### config.mk
export PLATFORM = sky130hd
export DESIGN_NAME = hazard_stall_ctrl
export DESIGN_NICKNAME = d
export VERILOG_FILES = /design/src/rtl/hazard_stall_ctrl.sv
export SDC_FILE = /design/constraint.sdc
export NUM_CORES = 1
export LEC_CHECK = 0
export CAP_MARGIN = 0
export CORE_MARGIN = 2
export CORE_UTILIZATION = 40
export CTS_CLUSTER_DIAMETER = 120
export CTS_CLUSTER_SIZE = 40
export DETAILED_ROUTE_END_ITERATION = 12
export HOLD_SLACK_MARGIN = 0.12
export MAX_ROUTING_LAYER = met4
export PLACE_DENSITY = 0.78
export SYNTH_ARGS = -nofsm -noshare
export SYNTH_HDL_FRONTEND = slang
export SYNTH_SLANG_ARGS = --single-unit
### constraint.sdc
create_clock -name clk -period 3.4 [get_ports clk]
set_clock_uncertainty 0.2 [all_clocks]
set_input_delay 0.51 -clock clk [delete_from_list [all_inputs] [get_ports clk]]
set_output_delay 0.51 -clock clk [all_outputs]
set_load 0.02 [all_outputs]
### src/rtl/hazard_stall_ctrl.sv
// Pipeline sequencer for the 5-stage core: RAW hazard stall, branch flush and
// memory-wait stall, merged into freeze/bubble/flush controls by fixed priority.
//
// state    | meaning
// RUN      | normal flow; a new mem_req is accepted here
// MEM_BUSY | MEM access in progress; whole pipe held (stall_all)
// MEM_DONE | access completes; instruction leaves MEM, mem_req ignored
module hazard_stall_ctrl #(
    parameter int MEM_WAIT   = 2,
    parameter int FORWARD_EN = 0,
    parameter int CNT_W      = 16
) (
    input  logic             clk,
    input  logic             rst,
    input  logic [3:0]       id_src1,
    input  logic [3:0]       id_src2,
    input  logic             id_use_src1,
    input  logic             id_use_src2,
    input  logic             exe_wb_en,
    input  logic [3:0]       exe_dest,
    input  logic             exe_mem_read,
    input  logic             mem_wb_en,
    input  logic [3:0]       mem_dest,
    input  logic             mem_req,
    input  logic             exe_branch,
    output logic             freeze_front,
    output logic             bubble_id,
    output logic             flush,
    output logic             stall_all,
    output logic             branch_taken,
    output logic             mem_busy,
    output logic [CNT_W-1:0] stall_cycles
);

    typedef enum logic [1:0] {RUN, MEM_BUSY, MEM_DONE} state_t;

    localparam int WAIT_W = (MEM_WAIT > 1) ? $clog2(MEM_WAIT) : 1;
    localparam logic [WAIT_W-1:0] WAIT_LOAD = WAIT_W'((MEM_WAIT > 0) ? MEM_WAIT - 1 : 0);

    state_t            state;
    logic [WAIT_W-1:0] wait_cnt;
    logic              haz;
    logic              src1_exe, src2_exe, src1_mem, src2_mem;

    always_comb begin
        src1_exe = id_use_src1 & (exe_dest == id_src1);
        src2_exe = id_use_src2 & (exe_dest == id_src2);
        src1_mem = id_use_src1 & (mem_dest == id_src1);
        src2_mem = id_use_src2 & (mem_dest == id_src2);
        // With forwarding, only a load in EXE cannot be bypassed in time.
        if (FORWARD_EN != 0)
            haz = exe_mem_read & exe_wb_en & (src1_exe | src2_exe);
        else
            haz = (exe_wb_en & (src1_exe | src2_exe)) | (mem_wb_en & (src1_mem | src2_mem));
    end

    assign stall_all = (state == MEM_BUSY);
    assign mem_busy  = (state == MEM_BUSY);

    // A branch seen under stall_all stays in the held EXE stage and is taken later.
    always_comb begin
        freeze_front = 1'b0;
        bubble_id    = 1'b0;
        flush        = 1'b0;
        branch_taken = 1'b0;
        if (stall_all) begin
            flush = 1'b0;
        end else if (exe_branch) begin
            flush        = 1'b1;
            branch_taken = 1'b1;
        end else if (haz) begin
            freeze_front = 1'b1;
            bubble_id    = 1'b1;
        end
    end

    always_ff @(posedge clk or posedge rst) begin
        if (rst) begin
            state    <= RUN;
            wait_cnt <= '0;
        end else begin
            case (state)
                RUN: begin
                    if (mem_req && (MEM_WAIT > 0)) begin
                        state    <= MEM_BUSY;
                        wait_cnt <= WAIT_LOAD;
                    end
                end
                MEM_BUSY: begin
                    if (wait_cnt == '0)
                        state <= MEM_DONE;
                    else
                        wait_cnt <= wait_cnt - WAIT_W'(1);
                end
                MEM_DONE: state <= RUN;
                default:  state <= RUN;
            endcase
        end
    end

    always_ff @(posedge clk or posedge rst) begin
        if (rst)
            stall_cycles <= '0;
        else if ((bubble_id | stall_all) && (stall_cycles != {CNT_W{1'b1}}))
            stall_cycles <= stall_cycles + CNT_W'(1);
    end

endmodule

After elaboration in Yosys (flattened, before gate mapping)
Cells that the tools add are included.

storage, ports and cells
  bits of input ports = 25
  output and inout port bits = 22
  register bits = 19

operators by class
  add/sub/neg operators = 2
  muxes and demuxes = 11
  reductions and logical operators = 5
  bitwise logic cells = 10
  equal/unequal tests = 8

operators with widths
  kind                     number
  $add A16 B1 Y16 const B  1
  $eq A4 B4 Y1             4
  $ne A16 B16 Y1 const B   1
  $mux W1                  7
  $and A1 B1 Y1            6
  $mux W2                  2
  $ne A2 B2 Y1 const B     2
  $or A1 B1 Y1             4
  $pmux W2 S2              1
  $reduce_and A2 Y1        2
  $eq A2 B1 Y1 const B     1
  $logic_not A2 Y1         1
  $pmux W1 S2              1
  $reduce_bool A2 Y1       1
  $logic_and A1 B1 Y1      1
  $sub A1 B1 Y1 const B    1

Longest topological paths before layout
Gate-level depths: netlist (run 1).

  depth in word-level cells = 10
  depth in mapped cells = 7
  mapped depth without buffers = 7

Worst setup path before layout (run 1)
No wires, ideal clock.

  kind = input-to-output
  start point = input id_src2[0]
  end point = output freeze_front
  setup slack = 0.632 ns
  data required time = 2.690 ns
  arrival time = 2.058 ns
  path buffers = 2
  stages = 7
  cell sequence = xor2_1 nor3_1 nand4_1 a41oi_4 buf_6 nor2b_1 buf_4

between the ends
  cells in the longest elaborated chain, start to end = 8

ends and longest elaborated chain
  element                           RTL line  source
  start: declaration                16        input logic [3:0] id_src2,
  $eq A4 B4 Y1 (on tied branches)   47, 49
  $and A1 B1 Y1 (on tied branches)  47, 49
  $or A1 B1 Y1                      54        haz = (exe_wb_en & (src1_exe | src2_exe)) | (mem_wb_en & (src1_mem | src2_mem));
  $and A1 B1 Y1                     54
  $or A1 B1 Y1 (*)                  54
  $mux W1 (*) (3 in a row)          -
  end: declaration                  26        output logic freeze_front,

Mark *: on every way between the ends. The rest lies on a longest branch, timed or not.

Worst setup path after layout (run 1)
  start point = input id_src2[3]
  end point = output bubble_id

between the ends
  cells in the longest elaborated chain, start to end = 8

ends and longest elaborated chain
  element                           RTL line  source
  $eq A4 B4 Y1 (on tied branches)   47, 49
  $and A1 B1 Y1 (on tied branches)  47, 49
  $or A1 B1 Y1                      54
  $and A1 B1 Y1                     54
  $or A1 B1 Y1 (*)                  54
  $mux W1 (*)                       71        end else if (haz) begin
  $mux W1 (*)                       68        end else if (exe_branch) begin
  $mux W1 (*)                       66        if (stall_all) begin
  end: declaration                  27        output logic bubble_id,

Marked as above.

==> results.yml, run 1 <==
synthesis:
  synth_cells: 116
  netlist_area_mm2: 0.00123
  synthesis.nets: 142
  synthMuxAreaShare: 0.0537
  yosys.area_share.simple: 0.168
  synth_cell_types: 34
  yosysSeqAreaShare: 0.385
  syn_avg_cell_area_um2: 10.6
  synth_top_family_by_area: "XOR/XNOR gates"
  synth-seq-cells: 19
  synth-adder-area-share: 0.0101
  synth_compound_area_frac: 0.150
  yosysWarningCount: 0
  synthXorXnorAreaFrac: 0.184
job:
  drv_cap: 0
clock_tree:
  cts_tree: "built"
  htree_levels: 1
  cts_buffers: 3
  cts_hold_buf: 0
  cts_buffer_depth: 2
  cts.sinks: 19
  clock_latency_ps: 310
  clockRootBuffer: "clkbuf_4"
  clk_pin_slew_ps: 120
place:
  dp_slack_ps: 76.3
  place_area_mm2: 0.00169
  dpl.hpwl_um: 2040
  port_buffers: 45
  gp_congestion: 0.731
global_routing:
  grt_pass1_wl_um: 4170
  grt_max_degree: 22
  grt_usage: 0.165
  grt_overflow: 0
  first_global_vias: 994
  antenna_found_initial: 0
final_layout:
  layout-drive-gt1-share: 0.0938
  nNetsFinal: 187
  final_cell_mix: "clkdlybuf4s50_1 (43), dfrtp_1 (19), xnor2_1 (14), xor2_1 (12)"
  multiInputGateArea_um2: 699
  insertedDiodeCount: 0
  area_delta_synth_final_pct: 39.1
  fin_area_mm2: 0.00172
  final_common_cell: "clkdlybuf4s50_1"
  regArea_um2: 475
  nFillCells: 280
status:
  status: "completed"
sta:
  layout_min_cycle_time_ps: 2910
  fmaxAchievable_ghz: 0.343
  worst_slew_pin_slew_ps: 701
  final_max_slew_viol_count: 0
  rsz0062_at_grt: "no"
  post-route-period-util: 0.857
  setup_ws_ps: 487
  tns_ps: 0
  slew_headroom: 0.532
  hold_violations: 0
  setup_violations: 0
critical_path:
  critPathArrivalTime_ps: 2200
  cp-start-kind: "input pin"
  slowest_delay_ps: 460
  path_max_fanout: 2
  crit_buf_inv: 2
  crit_type: "input pin to output pin"
  r2r-start: "stall_cycles[0]"
  startpoint: "id_src2[3]"
  endpoint_kind: "output pin"
  critical_path_required_ps: 2690
  slowest_stage: "clkdlybuf4s50_1"
  rrSetupSlack_ps: 1270
  cp_top_family: "buffers and inverters"
  crit_chain: "clkdlybuf4s50_1 -> xor2_1 -> nor3_1 -> nand4_1 -> a41oi_4 -> nor2b_1 -> dlymetal6s2s_1"
route:
  first_iter_violations: 12
  vias: 1007
  drt_wl_total_um: 2660
  drt_first_pass_iters: 4
  vias_per_cell: 5.22
  wl_per_cell_um: 13.8
  ant_nets: 0
  drc: 0
worst_hold_path:
  worst_hold_path_type: "flop to flop"
  hp-start: "state[1]"
die:
  coreArea_mm2: 0.00300
  die_x_um: 59.6
  die_height_um: 59.6
  initial_core_util: 0.411
  num_io_pins: 47
  dieArea_mm2: 0.00355
  rows: 20
power_and_ir_drop:
  p_leak_uw: 0.000704
  vdd_ir_drop_max_uv: 377
  power_density_mw_per_mm2: 531
## through the flow
stage	instances	total power [µW]	hold slack, ps	util
after global placement	189	790	227	0.561
after CTS	193	924	266	0.570
after detailed placement	189	803	256	0.561
after global routing	193	970	280	0.572
after floorplan	116	638	218	-
final	193	911	257	0.572
## what timing repair did
item / in CTS / in global routing
setup buffers: 0 / 0
setup endpoints to repair: 0 / 2
gates resized for setup: 0 / 2
endpoints found under the hold margin: 0 / 0
## report_power, final
| part | leakage [µW] | switching (µW) | internal, µW | total, µW |
|---|---|---|---|---|
| clock | 0.0000177 | 73.0 | 44.0 | 117 |
| sequential | 0.000250 | 59.5 | 282 | 342 |
| combinational | 0.000436 | 234 | 218 | 453 |
| total | 0.000704 | 367 | 545 | 911 |
## final cells by class
cell class	count	share of cell area
multi-input cells	88	0.407
flip-flops and latches	19	0.277
repair buffers	46	0.269
well taps	33	0.0240
clock buffers	3	0.0131
inverters	3	0.00655
clock inverters	1	0.00291
## flip-flops by register name, indices dropped and copies added (netlist names)
name / count
stall_cycles: 16
wait_cnt: 1
state: 2
## logic make-up after synthesis
kind of cell,after synthesis
muxes,6
DFF,19
and+or+nand+nor,36
adders and majority gates,1
buffers and inverters,9
AOI/OAI and AO/OA,19
xor gates and xnor gates,26
## synthesized netlist by cell type
library cell  number  area (µm²)
dfrtp_1           19         475
xnor2_1           14         123
xor2_1            12         105
nand2_1            6        22.5
nor2_1             6        22.5
o2111ai_1          6        52.6
nand4_1            5        31.3
o211ai_1           5        37.5
nor3_1             4        20.0
and3_1             3        18.8
buf_4              3        22.5
inv_1              3        11.3
mux2_2             3        33.8
nor2b_1            3        18.8
buf_6              2        22.5
mux2_1             2        22.5
nand3_1            2        10.0
o21ai_0            2        10.0
a2111oi_4          1        27.5
a21oi_1            1        5.00
a41oi_4            1        27.5
and2_1             1        6.26
and2b_2            1        8.76
and4_1             1        8.76
and4_2             1        10.0
clkbuf_1           1        3.75
ha_1               1        12.5
mux2i_1            1        10.0
nand2_2            1        6.26
nor3_4             1        16.3
o21a_1             1        7.51
o21ai_2            1        8.76
o22a_1             1        8.76
or2b_1             1        7.51
## worst paths after layout
check | endpoint | depth (start not counted)
min in group asynchronous | stall_cycles[8] | 2
worst min-delay path | state[0] | 1
worst min register to register | state[0] | 1
worst max register to register | stall_cycles[4] | 7
max in group asynchronous | stall_cycles[2] | 2
worst max-delay path | bubble_id | 7
## metal layers
metal | GRT usage | share of wire | up-vias
met2 | 0.284 | 0.49 | 35
met4 | 0.0762 | 0.011 | 0
met1 | 0.182 | 0.44 | 465
met3 | 0.0349 | 0.065 | 4
met5 | - | 0 | -
li1 | - | - | 503
Power figures use the tool's default switching activity.
==> run 2, diff against run 1 <==
Settings changed: PLACE_DENSITY 0.78 to not set, PLACE_DENSITY_LB_ADDON set to 0.2.
==> run 2 against run 1 <==
Routed wire length is 9.5% higher; sequential power hardly changed; die area stayed put; sequential share of layout area is 0.14 points higher; non-clock buffer count stayed put; total power is 0.49% higher; final area is 0.51% lower; highest routed layer unchanged; clock power hardly changed.
==> results.yml, run 2 (synthesized netlist as in run 1, its figures left out) <==
status:
  status: "completed"
sta:
  hold_violations: 0
  slew_headroom: 0.522
  final_max_slew_viol_count: 0
  layout_min_cycle_time_ps: 3120
  worst_slew_pin_slew_ps: 716
  fmaxAchievable_ghz: 0.321
  setup_violations: 0
  post-route-period-util: 0.917
  rsz0062_at_grt: "no"
route:
  first_iter_violations: 17
  drc: 0
  ant_nets: 0
  vias_per_cell: 5.33
  drt_first_pass_iters: 4
  vias: 1029
  wl_per_cell_um: 15.1
  drt_wl_total_um: 2910
place:
  dpl.hpwl_um: 2240
  gp_congestion: 0.799
  place_area_mm2: 0.00169
  port_buffers: 45
clock_tree:
  htree_levels: 1
  cts_tree: "built"
  clockRootBuffer: "clkbuf_4"
  postCtsSetupBuffers: 0
  cts.sinks: 19
  cts_buffer_depth: 2
  clk_pin_slew_ps: 110
  clock_latency_ps: 300
  cts_buffers: 3
power_and_ir_drop:
  intPower_uw: 546
  power.share.sequential: 0.373
  power_density_mw_per_mm2: 536
  p_leak_uw: 0.000674
  sw_frac_of_total: 0.403
  pwr-share-comb: 0.499
  power_frac_clock: 0.129
  vdd_ir_drop_max_uv: 440
  power.switching_uw: 369
  power_uw: 916
die:
  dieArea_mm2: 0.00355
  num_io_pins: 47
  initial_core_util: 0.411
  coreArea_mm2: 0.00300
  die_height_um: 59.6
  die_x_um: 59.6
  rows: 20
job:
  drv_cap: 0
global_routing:
  grt_usage: 0.191
  grt_overflow: 0
  antenna_found_initial: 0
  grt_max_degree: 22
  grt_pass1_wl_um: 5030
  first_global_vias: 1093
critical_path:
  cp-start-kind: "input pin"
  endpoint_kind: "output pin"
  critical_path_required_ps: 2690
  path_max_fanout: 2
  critPathArrivalTime_ps: 2410
  crit_type: "input pin to output pin"
final_layout:
  reg_top3: "stall_cycles (16), state (2), wait_cnt (1)"
  largest_reg_flops: 16
  fin_area_mm2: 0.00171
  final_common_cell: "clkdlybuf4s50_1"
  layout-drive-gt1-share: 0.0875
  final_cell_mix: "clkdlybuf4s50_1 (43), dfrtp_1 (19), xnor2_1 (14), xor2_1 (12)"
  nNetsFinal: 187
  insertedDiodeCount: 0
  area_delta_synth_final_pct: 38.4
  top_register: "stall_cycles"
worst_hold_path:
  worst_hold_path_type: "flop to flop"
-- run 2: repair_timing --
action,in CTS,in global routing
gates resized for setup,2,0
setup endpoints to repair,2,0
hold buffers,0,0
-- run 2: stage by stage --
step	setup WS, ps	util	cells	hold WS, ps	TNS, ps
after global routing	177	0.569	193	270	0
final	281	0.569	193	253	0
after detailed placement	-7.22	0.561	189	240	-13.3
after global placement	-14.5	0.561	189	225	-27.2
after CTS	270	0.569	193	257	0
after floorplan	632	-	116	218	0
-- run 2: power groups by stage --
stage	logic (µW)	clock network (µW)	registers (µW)
after floorplan	258	0	380
after global placement	451	0	342
after detailed placement	461	0	345
after CTS	463	121	342
after global routing	498	132	352
final	457	118	341
-- run 2: path summary, 6_finish.rpt --
path	depth (start not counted)	slack, ps	endpoint	start
min in group asynchronous	2	400	stall_cycles[10]	rst
setup / recovery	7	280	bubble_id	id_src2[3]
hold reg to reg	1	250	state[0]	state[1]
hold / removal	1	250	state[0]	state[1]
setup reg to reg	7	1260	stall_cycles[4]	stall_cycles[0]
max in group asynchronous	2	2140	stall_cycles[8]	rst
-- run 2: layout make-up --
type / instances / area [µm²]
multi-input cells: 88 / 699
well taps: 33 / 41.3
clock buffers: 4 / 26.3
repair buffers: 46 / 455
inverters: 3 / 11.3
flip-flops and latches: 19 / 475
fillers: 271 / 1290
-- run 2: layer usage --
metal / up-vias / track usage / part of all wire
met5: - / - / 0
met4: 0 / 0.0571 / 0.014
met3: 5 / 0.0284 / 0.055
met2: 31 / 0.320 / 0.48
met1: 490 / 0.237 / 0.45
li1: 503 / - / -
-- run 2: worst max-delay path, cell delays in order --
cell and delay, ps:
clkdlybuf4s50_1 460, xor2_1 180, nor3_1 200, nand4_1 180, a41oi_4 260, nor2b_1 250, dlygate4sd2_1 370
